<file path="config.mk">
export PLATFORM = sky130hd
export DESIGN_NAME = sfifo_wr_arbiter
export DESIGN_NICKNAME = d
export VERILOG_FILES = /design/src/rtl/sfifo_arb_pkg.sv /design/src/rtl/sfifo_wr_arbiter_rr_pick.sv /design/src/rtl/sfifo_wr_arbiter.sv
export SDC_FILE = /design/constraint.sdc
export NUM_CORES = 1
export LEC_CHECK = 0
export CAP_MARGIN = 20
export CORE_MARGIN = 2
export CORE_UTILIZATION = 47
export CTS_BUF_LIST = sky130_fd_sc_hd__clkbuf_4
export DETAILED_ROUTE_END_ITERATION = 8
export MAX_ROUTING_LAYER = met4
export PLACE_DENSITY = 0.83
export SKIP_CTS_REPAIR_TIMING = 1
export SKIP_LAST_GASP = 1
export SLEW_MARGIN = 15
export SYNTH_ARGS = -nofsm -noshare
export SYNTH_HDL_FRONTEND = slang
export SYNTH_HIERARCHICAL = 1
export SYNTH_SLANG_ARGS = --single-unit
export TNS_END_PERCENT = 1
</file>
<file path="constraint.sdc">
create_clock -name i_clk -period 4.3 [get_ports i_clk]
set_input_delay 0.86 -clock i_clk [delete_from_list [all_inputs] [get_ports i_clk]]
set_output_delay 0.86 -clock i_clk [all_outputs]
set_load 0.05 [all_outputs]
</file>
<file path="src/rtl/sfifo_arb_pkg.sv">
// Shared definitions for the sfifo write-side arbiter.
//   arb_state_t   : arbiter FSM encoding (IDLE = 0, GRANTED = 1)
//   DEF_MAXBURST  : default beats per grant before forced re-arbitration
package sfifo_arb_pkg;

    typedef enum logic {
        ST_IDLE    = 1'b0,
        ST_GRANTED = 1'b1
    } arb_state_t;

    localparam int DEF_MAXBURST = 16;

endpackage

</file>
<file path="src/rtl/sfifo_wr_arbiter_rr_pick.sv">
// Combinational round-robin priority picker.
//   i_req      : request vector, one bit per producer
//   i_last_idx : index of the most recently served producer; the search
//                starts at i_last_idx+1 and wraps, so i_last_idx is lowest
//   o_onehot   : one-hot winner (0 when no request)
//   o_idx      : binary index of the winner (0 when no request)
//   o_any      : at least one request present
module rr_pick #(
    parameter int NIN   = 4,
    parameter int LGNIN = 2
) (
    input  logic [NIN-1:0]   i_req,
    input  logic [LGNIN-1:0] i_last_idx,
    output logic [NIN-1:0]   o_onehot,
    output logic [LGNIN-1:0] o_idx,
    output logic             o_any
);

    logic [LGNIN-1:0] w_pos;

    always_comb begin
        o_onehot = '0;
        o_idx    = '0;
        o_any    = 1'b0;
        w_pos    = i_last_idx;
        // Walk NIN positions starting just after the last served producer;
        // the position counter wraps at NIN so non-power-of-two NIN works.
        for (int k = 0; k < NIN; k++) begin
            w_pos = (w_pos == LGNIN'(NIN - 1)) ? '0 : w_pos + 1'b1;
            if (!o_any && i_req[w_pos]) begin
                o_any           = 1'b1;
                o_onehot[w_pos] = 1'b1;
                o_idx           = w_pos;
            end
        end
    end

endmodule

</file>
<file path="src/rtl/sfifo_wr_arbiter.sv">
// Round-robin write-side arbiter sharing one sfifo write port among NIN
// producers. A grant is held for a whole packet (or MAXBURST beats) and the
// FIFO write carries {source index, data}.
//   i_clk, i_reset_n : clock, asynchronous active-low reset
//   i_req_valid/data/last, o_req_ready : per-producer valid/ready streams
//   o_fifo_wr, o_fifo_data, i_fifo_full : sfifo write port
//   o_grant : one-hot current grant, o_busy : a grant is active
module sfifo_wr_arbiter
    import sfifo_arb_pkg::*;
#(
    parameter int NIN             = 4,
    parameter int LGNIN           = 2,
    parameter int BW              = 8,
    parameter int MAXBURST        = DEF_MAXBURST,
    parameter bit OPT_PACKET_LOCK = 1'b1
) (
    input  logic                 i_clk,
    input  logic                 i_reset_n,
    input  logic [NIN-1:0]       i_req_valid,
    input  logic [NIN*BW-1:0]    i_req_data,
    input  logic [NIN-1:0]       i_req_last,
    output logic [NIN-1:0]       o_req_ready,
    output logic                 o_fifo_wr,
    output logic [BW+LGNIN-1:0]  o_fifo_data,
    input  logic                 i_fifo_full,
    output logic [NIN-1:0]       o_grant,
    output logic                 o_busy
);

    localparam int BCW = $clog2(MAXBURST + 1);

    arb_state_t       r_state;
    logic [NIN-1:0]   r_grant;
    logic [LGNIN-1:0] r_gidx;
    logic [LGNIN-1:0] r_last_idx;
    logic [BCW-1:0]   r_bcnt;

    logic [BW-1:0]    w_lane [NIN];
    logic             w_granted;
    logic             w_xfer;
    logic             w_release;
    logic [NIN-1:0]   w_pick_req;
    logic [LGNIN-1:0] w_pick_ptr;
    logic [NIN-1:0]   w_win;
    logic [LGNIN-1:0] w_win_idx;
    logic             w_any;

    for (genvar gi = 0; gi < NIN; gi++) begin : g_lane
        assign w_lane[gi] = i_req_data[gi*BW +: BW];
    end

    assign w_granted = (r_state == ST_GRANTED);
    assign w_xfer    = w_granted && i_req_valid[r_gidx] && !i_fifo_full;
    assign w_release = w_xfer && (i_req_last[r_gidx] ||
                                  (r_bcnt == BCW'(MAXBURST - 1)) ||
                                  !OPT_PACKET_LOCK);

    // While granted, the picker result is only consumed on the releasing
    // beat, where the round-robin pointer becomes r_gidx. The granted
    // lane's valid in that cycle belongs to the beat being consumed, not
    // to a fresh request, so it is masked out of the next arbitration.
    assign w_pick_ptr = w_granted ? r_gidx : r_last_idx;
    assign w_pick_req = i_req_valid & ~(w_granted ? r_grant : '0);

    rr_pick #(
        .NIN   (NIN),
        .LGNIN (LGNIN)
    ) u_pick (
        .i_req      (w_pick_req),
        .i_last_idx (w_pick_ptr),
        .o_onehot   (w_win),
        .o_idx      (w_win_idx),
        .o_any      (w_any)
    );

    always_ff @(posedge i_clk or negedge i_reset_n) begin
        if (!i_reset_n) begin
            r_state    <= ST_IDLE;
            r_grant    <= '0;
            r_gidx     <= '0;
            r_last_idx <= LGNIN'(NIN - 1);
            r_bcnt     <= '0;
        end else begin
            case (r_state)
                ST_IDLE: begin
                    if (w_any) begin
                        r_state <= ST_GRANTED;
                        r_grant <= w_win;
                        r_gidx  <= w_win_idx;
                        r_bcnt  <= '0;
                    end
                end
                ST_GRANTED: begin
                    if (w_release) begin
                        r_last_idx <= r_gidx;
                        r_bcnt     <= '0;
                        if (w_any) begin
                            r_grant <= w_win;
                            r_gidx  <= w_win_idx;
                        end else begin
                            r_state <= ST_IDLE;
                            r_grant <= '0;
                        end
                    end else if (w_xfer) begin
                        r_bcnt <= r_bcnt + 1'b1;
                    end
                end
                default: begin
                    r_state <= ST_IDLE;
                    r_grant <= '0;
                end
            endcase
        end
    end

    assign o_grant     = r_grant;
    assign o_busy      = w_granted;
    assign o_fifo_wr   = w_xfer;
    assign o_req_ready = (w_granted && !i_fifo_full) ? r_grant : '0;
    assign o_fifo_data = {r_gidx, w_lane[r_gidx]};

endmodule
</file>
== After elaboration in Yosys (flattened, before gate mapping) ==
Cells that the tools add are included.
Cells by class
  $add $sub $neg: 5
  equal/unequal tests: 8
  bitwise operators: 7
  reductions and logical operators: 19
  order comparisons: 10
  mux-type cells: 56
Operator list (count)
  $mux W4: 9
  $mux W2: 11
  $bmux W8 S2: 1
  $mux W1: 16
  $mux W8: 2
  $lt A2 B3 Y1 const B: 5
  $mux W5: 3
  $bmux W1 S2: 6
  $or A4 B4 Y4: 3
  $logic_and A1 B1 Y1: 11
  $pmux W5 S2: 1
  $add A2 B1 Y2 const B: 4
  $demux W1 S2: 4
  $eq A2 B2 Y1 const B: 4
  $ge A2 B1 Y1 const B: 4
  $pmux W4 S2: 1
  $reduce_and A2 Y1: 3
  $add A5 B1 Y5 const B: 1
  $eq A5 B4 Y1 const B: 1
  $and A4 B4 Y4: 1
  $logic_not A1 Y1: 4
  $ne A2 B1 Y1 const B: 2
  $not A4 Y4: 1
  $pmux W2 S2: 1
  6 further kinds: 6
Word-level totals
  output and inout bits: 20
  input bits: 43
  word-level logic and storage cells: 110
  register bits: 14

== Depth between registers and ports, before layout ==
  depth in word-level cells: 18
  depth in mapped cells: 16
  gate-level depth less buffers: 10

== Cells and area by module ==
Netlist, hierarchy kept.
Modules (own cells, without submodules)
  sfifo_wr_arbiter: sequential area each 352.8 um^2, instances 1, cells an instance 100, area each 1129.8 um^2
  rr_pick: sequential area each 0.0 um^2, instances 1, cells an instance 94, area each 690.7 um^2

== Least setup slack after synthesis ==
Ideal clock, no wire load.
  kind: register to register
  start: reg r_state, in the netlist o_busy
  end: reg r_grant[0], in the netlist o_grant[0]
  path buffers: 4
  data required time: 4173 ps
  setup time: 127 ps
  arrival time: 3381 ps
  cell stages (with the launch flop): 15
  setup slack: 792 ps
  clock period less this slack: 3508 ps
  cell sequence: dfrtp_1 -> clkbuf_1 -> mux2_2 -> buf_6 -> buf_6 -> inv_1 -> ha_1 -> buf_6 -> nor4b_1 -> nor3_1 -> a221oi_2 -> a22o_1 -> a221o_1 -> nand2_1 -> o21ai_1
Between the ends
  longest elaborated chain between the ends: 18
  elaborated cells between the ends (all ways): 72
  those cells by class: add/sub: 4; order compare: 8; eq/ne: 6; mux: 34; bitwise: 6; reduce/logical: 14
RTL lines
  start: declaration: RTL line sfifo_wr_arbiter.sv:32  | arb_state_t r_state;
  start signal: assignment: RTL line sfifo_wr_arbiter.sv:78  | r_state <= ST_IDLE;
  start signal: assignment: RTL line sfifo_wr_arbiter.sv:87  | r_state <= ST_GRANTED;
  start signal: assignment: RTL line sfifo_wr_arbiter.sv:101  | r_state <= ST_IDLE;
  $mux W2 *: RTL line sfifo_wr_arbiter.sv:62  | assign w_pick_ptr = w_granted ? r_gidx : r_last_idx;
  named net w_pick_ptr[0]: RTL line sfifo_wr_arbiter.sv:43  | logic [LGNIN-1:0] w_pick_ptr;
  $add A2 B1 Y2 / $eq A2 B2 Y1 (equally long branches): RTL line sfifo_wr_arbiter_rr_pick.sv:29  | w_pos = (w_pos == LGNIN'(NIN - 1)) ? '0 : w_pos + 1'b1;
  $mux W2 *: RTL line sfifo_wr_arbiter_rr_pick.sv:29
  $add A2 B1 Y2, or another cell as far along: RTL line sfifo_wr_arbiter_rr_pick.sv:29
  $mux W2 / $mux W1 (equally long branches): RTL line sfifo_wr_arbiter_rr_pick.sv:29, sfifo_wr_arbiter_rr_pick.sv:30
  $add A2 B1 Y2, or another cell as far along: RTL line sfifo_wr_arbiter_rr_pick.sv:29
  $mux W2, or another cell as far along: RTL line sfifo_wr_arbiter_rr_pick.sv:29
  (+4 left out)
  $mux W1 (not written as such), or another cell as far along: RTL line sfifo_wr_arbiter_rr_pick.sv:32  | o_onehot[w_pos] = 1'b1;
  $demux W1 S2, or another cell as far along
  $or A4 B4 Y4 (no line) / $logic_and A1 B1 Y1 (equally long branches)
  $mux W4 *: RTL line sfifo_wr_arbiter_rr_pick.sv:30  | if (!o_any && i_req[w_pos]) begin
  named net w_win[0]: RTL line sfifo_wr_arbiter.sv:44  | logic [NIN-1:0] w_win;
  $mux W4: RTL line sfifo_wr_arbiter.sv:97  | if (w_any) begin
  $mux W4: RTL line sfifo_wr_arbiter.sv:94  | if (w_release) begin
  $pmux W4 S2 *: RTL line sfifo_wr_arbiter.sv:84  | case (r_state)
  end signal: assignment: RTL line sfifo_wr_arbiter.sv:88  | r_grant <= w_win;
  end signal: assignment: RTL line sfifo_wr_arbiter.sv:98  | r_grant <= w_win;
  end: declaration: RTL line sfifo_wr_arbiter.sv:33  | logic [NIN-1:0] r_grant;
The timed path passes the listed nets; every way through them passes the cells marked *. The select of a mux whose other input is x is not followed.
A chain may end at the register's enable or synchronous reset.

== Worst setup path in the final report ==
  start: in i_fifo_full
  end: out o_fifo_wr
Between the ends
  longest elaborated chain between the ends: 2
RTL lines
  start: declaration: RTL line sfifo_wr_arbiter.sv:25  | input logic i_fifo_full,
  $logic_not A1 Y1: RTL line sfifo_wr_arbiter.sv:53  | assign w_xfer = w_granted && i_req_valid[r_gidx] && !i_fifo_full;
  $logic_and A1 B1 Y1: RTL line sfifo_wr_arbiter.sv:53
  end: declaration: RTL line sfifo_wr_arbiter.sv:23  | output logic o_fifo_wr,
Every way passes these cells.

==> summary.txt <==
Run status
  • Outcome: finished clean

Drt
  • Initial DRC Count: 108
  • DR vias/cell: 5.899
  • Residual DRC count: 0
  • Antenna Nets Post-Route: 0
  • DRT Pass-1 Iters: 4
  • Via count: between 1500 and 2000
  • Wirelength per Cell: 16.00 um
  • Detailed Route WL: 4.752 mm

Placed design
  • Post-DP HPWL: 3.647 mm
  • Inst Count DP: a little under 300
  • Placed Area: 0.002437 sq mm
  • Port Buf Inserts: 62
  • GPL Wtd Cong: 0.9279

Timing
  • Count of final hold-check violations: 0
  • Final TNS setup: 0 ns
  • Slew Viols, Final: 0
  • Final Setup Violations: 0
  • Final Cycle Share: 0.8574
  • RSZ-0062 raised after global routing: false
  • Relative slew margins: 0.5547
  • Final Critical Period: 3.687 ns
  • Worst-Margin Slew: 0.6679 ns
  • WHS: ~0.51 ns
  • Clk_skew: 0.005286 ns
  • Highest clock rate: 0.2712 GHz

Clock tree
  • Clock transition at the registers of the reported paths: about 0.08 ns
  • Max clock buf depth: 2
  • Clock Tree Root: clkbuf_4
  • Num CTS Buffers: 3
  • H-Tree Depth: 1
  • CTS tree: built
  • Clock sinks: 14
  • Clk Latency, worst-skew pair: approximately 0.29 ns

Finish
  • Final net count: slightly above 300
  • Area grow syn2layout: 35.33%
  • Ant diodes: 0
  • Final cell count without fillers: approximately 300
  • Design area: roughly 0.0025 sq mm
  • Share of cells above drive strength 1: 0.1365

GRT
  • Top Usage Layer GRT: met2
  • M3 GR Usage: 0.03578
  • First-pass GRT wire length: 7.762 mm
  • Routing usage on met2: 0.4100
  • Met1 Use GR: 0.2747
  • GRT Overall Usage: 0.2318
  • Number of antenna violations at the first check in global routing: 0
  • Total grt overflow: 0
  • Largest net degree at the start of global routing: 26
  • Number of global-route vias before repair: 1637

Synthesis
  • Yosys warns: 6
  • Seq/Total Area, Yosys: 0.1938
  • Synth cell types: between 50 and 60
  • Syn Nets: ~250
  • Average cell area after synthesis: 9.384 sq um
  • Post-Syn Instances: 194
  • Post-synthesis register bit count: 14
  • Mapped cell area: 0.001820 sq mm

Critical path
  • Worst setup SP type: primary input
  • Slowest cell on crit path: clkdlybuf4s50_1
  • Slowest Stage Delay on Critical Path: approximately 0.73 ns
  • Crit-path cells: clkdlybuf4s50_1 > and3b_1 > a22oi_4 > inv_4 > clkdlybuf4s50_1
  • Most common cell on crit path: clkdlybuf4s50_1
  • Critical path class: in -> out
  • Crit Path Max Fanout: 8
  • CP arrival: 2.83 ns
  • Worst EP required: 3.44 ns
  • Crit path capture type: output port

Die
  • Area of the die: 0.004387 sq mm
  • Initial core utilization: 0.4936
  • Io pins: 63
  • Die Width: ~66 um
  • Core ar.: roughly 0.0037 sq mm
  • Die height: 66.24 um
  • Cell Rows: 22

Hold path
  • HP Class: reg -> reg

Power
  • Worst IR Drop VDD: 464.8 uV
  • Pwr dens: 694.1 mW/mm^2
  • Leak pwr: 0.9536 nW

Run
  • Max-cap violations: 0
-- cell families (layout without fill, tap and decap cells) --
logic type,count (synthesis),count (layout),synth area share
buf+inv,23,78,0.07148
fa+ha+maj,10,10,0.06873
flops,14,14,0.1938
compound gates,62,62,0.2749
simple gates,67,67,0.2151
mux,18,18,0.1759
-- sequential cells by signal, summed over array words and instances, names as in the netlist --
name,flops
r_last_idx,2
o_grant,4
r_bcnt,5
o_busy,1
r_gidx,2
-- stage by stage --
step / util / worst slack (ns) / power (mW)
after floorplan: - / 0.7922 / 1.349
after global placement: 0.6608 / 0.6519 / 1.612
after detailed placement: 0.6608 / 0.6278 / 1.628
after CTS: 0.6679 / 0.6207 / 1.713
after global routing: 0.6679 / 0.3473 / 1.843
final: 0.6679 / 0.6133 / 1.710
-- worst max-delay path: cells and delay by family --
kind	cells	cell delay (ns)
buffers and inverters	3	1.38
AOI/OAI and AO/OA	1	0.33
and+or+nand+nor	1	0.26
-- cell usage after synthesis (all sizes together) --
| cell type | count | area [sq um] |
|---|---|---|
| and3 | 1 | 6.260 |
| nand2 | 18 | 75.07 |
| o22ai | 1 | 6.260 |
| nand2b | 7 | 43.79 |
| a221oi | 2 | 41.29 |
| mux4 | 10 | 225.2 |
| nor3b | 4 | 41.29 |
| and2 | 5 | 31.28 |
| nor3 | 2 | 10.01 |
| o21ai | 13 | 65.06 |
| nor4 | 1 | 6.260 |
| nand4 | 1 | 6.260 |
| a311oi | 1 | 8.760 |
| mux2 | 6 | 75.07 |
| inv | 7 | 28.78 |
| o21a | 2 | 15.01 |
| a22o | 4 | 35.03 |
| a211o | 1 | 8.760 |
| a21oi | 8 | 51.30 |
| a31oi | 3 | 18.77 |
| or2 | 1 | 6.260 |
| ha | 10 | 125.1 |
| a21boi | 6 | 48.80 |
| o211ai | 8 | 60.06 |
| mux2i | 2 | 20.02 |
| o31a | 1 | 8.760 |
| a32o | 2 | 20.02 |
| a211oi | 2 | 20.02 |
| nor2 | 8 | 30.03 |
| a2111oi | 1 | 10.01 |
| or3 | 3 | 18.77 |
| a32oi | 1 | 8.760 |
| dfstp | 2 | 52.55 |
| nor2b | 5 | 31.28 |
| buf | 11 | 82.58 |
| a221o | 4 | 40.04 |
| dfrtp | 12 | 300.3 |
| nor4b | 3 | 26.28 |
| and3b | 5 | 43.79 |
| clkbuf | 5 | 18.77 |
| nand3 | 3 | 15.01 |
| a22oi | 2 | 33.78 |
-- path summary, 6_finish.rpt --
path	slack (ns)	start	end	cells after the start
setup / recovery	0.61	i_fifo_full	o_fifo_wr	5
hold / removal	0.51	r_bcnt[4]	r_bcnt[4]	2
setup reg to reg	0.75	o_busy	o_grant[2]	10
hold reg to reg	0.51	r_bcnt[4]	r_bcnt[4]	2
min in group asynchronous	0.96	i_reset_n	o_grant[3]	1
max in group asynchronous	2.93	i_reset_n	r_bcnt[4]	1
-- where the power goes --
group	internal (mW)	switching, mW
Sequential	0.179	0.0601
Combinational	0.574	0.819
Clock	0.0338	0.0443
Total	0.786	0.924
-- routing by layer --
layer	wire length, um	share of wire
met1	1942	0.41
met2	2418	0.51
met3	354	0.074
met4	36	0.0076
met5	0	0
-- placed cells by master, fill, tap and decap left out, types with 2 or more instances in the layout --
cell,instances
nor3_1,2
a21boi_0,5
mux2_4,2
and3b_1,5
mux2_1,2
o211ai_1,8
a221o_1,4
a31oi_1,3
nand3_1,3
ha_1,10
mux2i_1,2
mux4_2,10
buf_4,5
dfstp_2,2
o21a_1,2
a22o_1,4
inv_1,6
clkbuf_4,3
nand2b_1,7
nor3b_1,3
o21ai_0,8
a21oi_1,7
or3_1,3
nor2b_1,5
nor2_1,8
o21ai_1,5
clkdlybuf4s50_1,62
a32o_1,2
mux2_2,2
nand2_1,17
dfrtp_1,12
nor4b_1,3
and2_1,5
-- final cells by class --
cell class	count	area, sq um
inverters	7	28.78
well taps	48	60.06
repair buffers	67	658.1
clock inverters	1	3.754
multi-input cells	157	1338
flip-flops and latches	14	352.8
fillers	292	1225
clock buffers	3	22.52
Note: power is estimated with default switching activity, not from simulation.
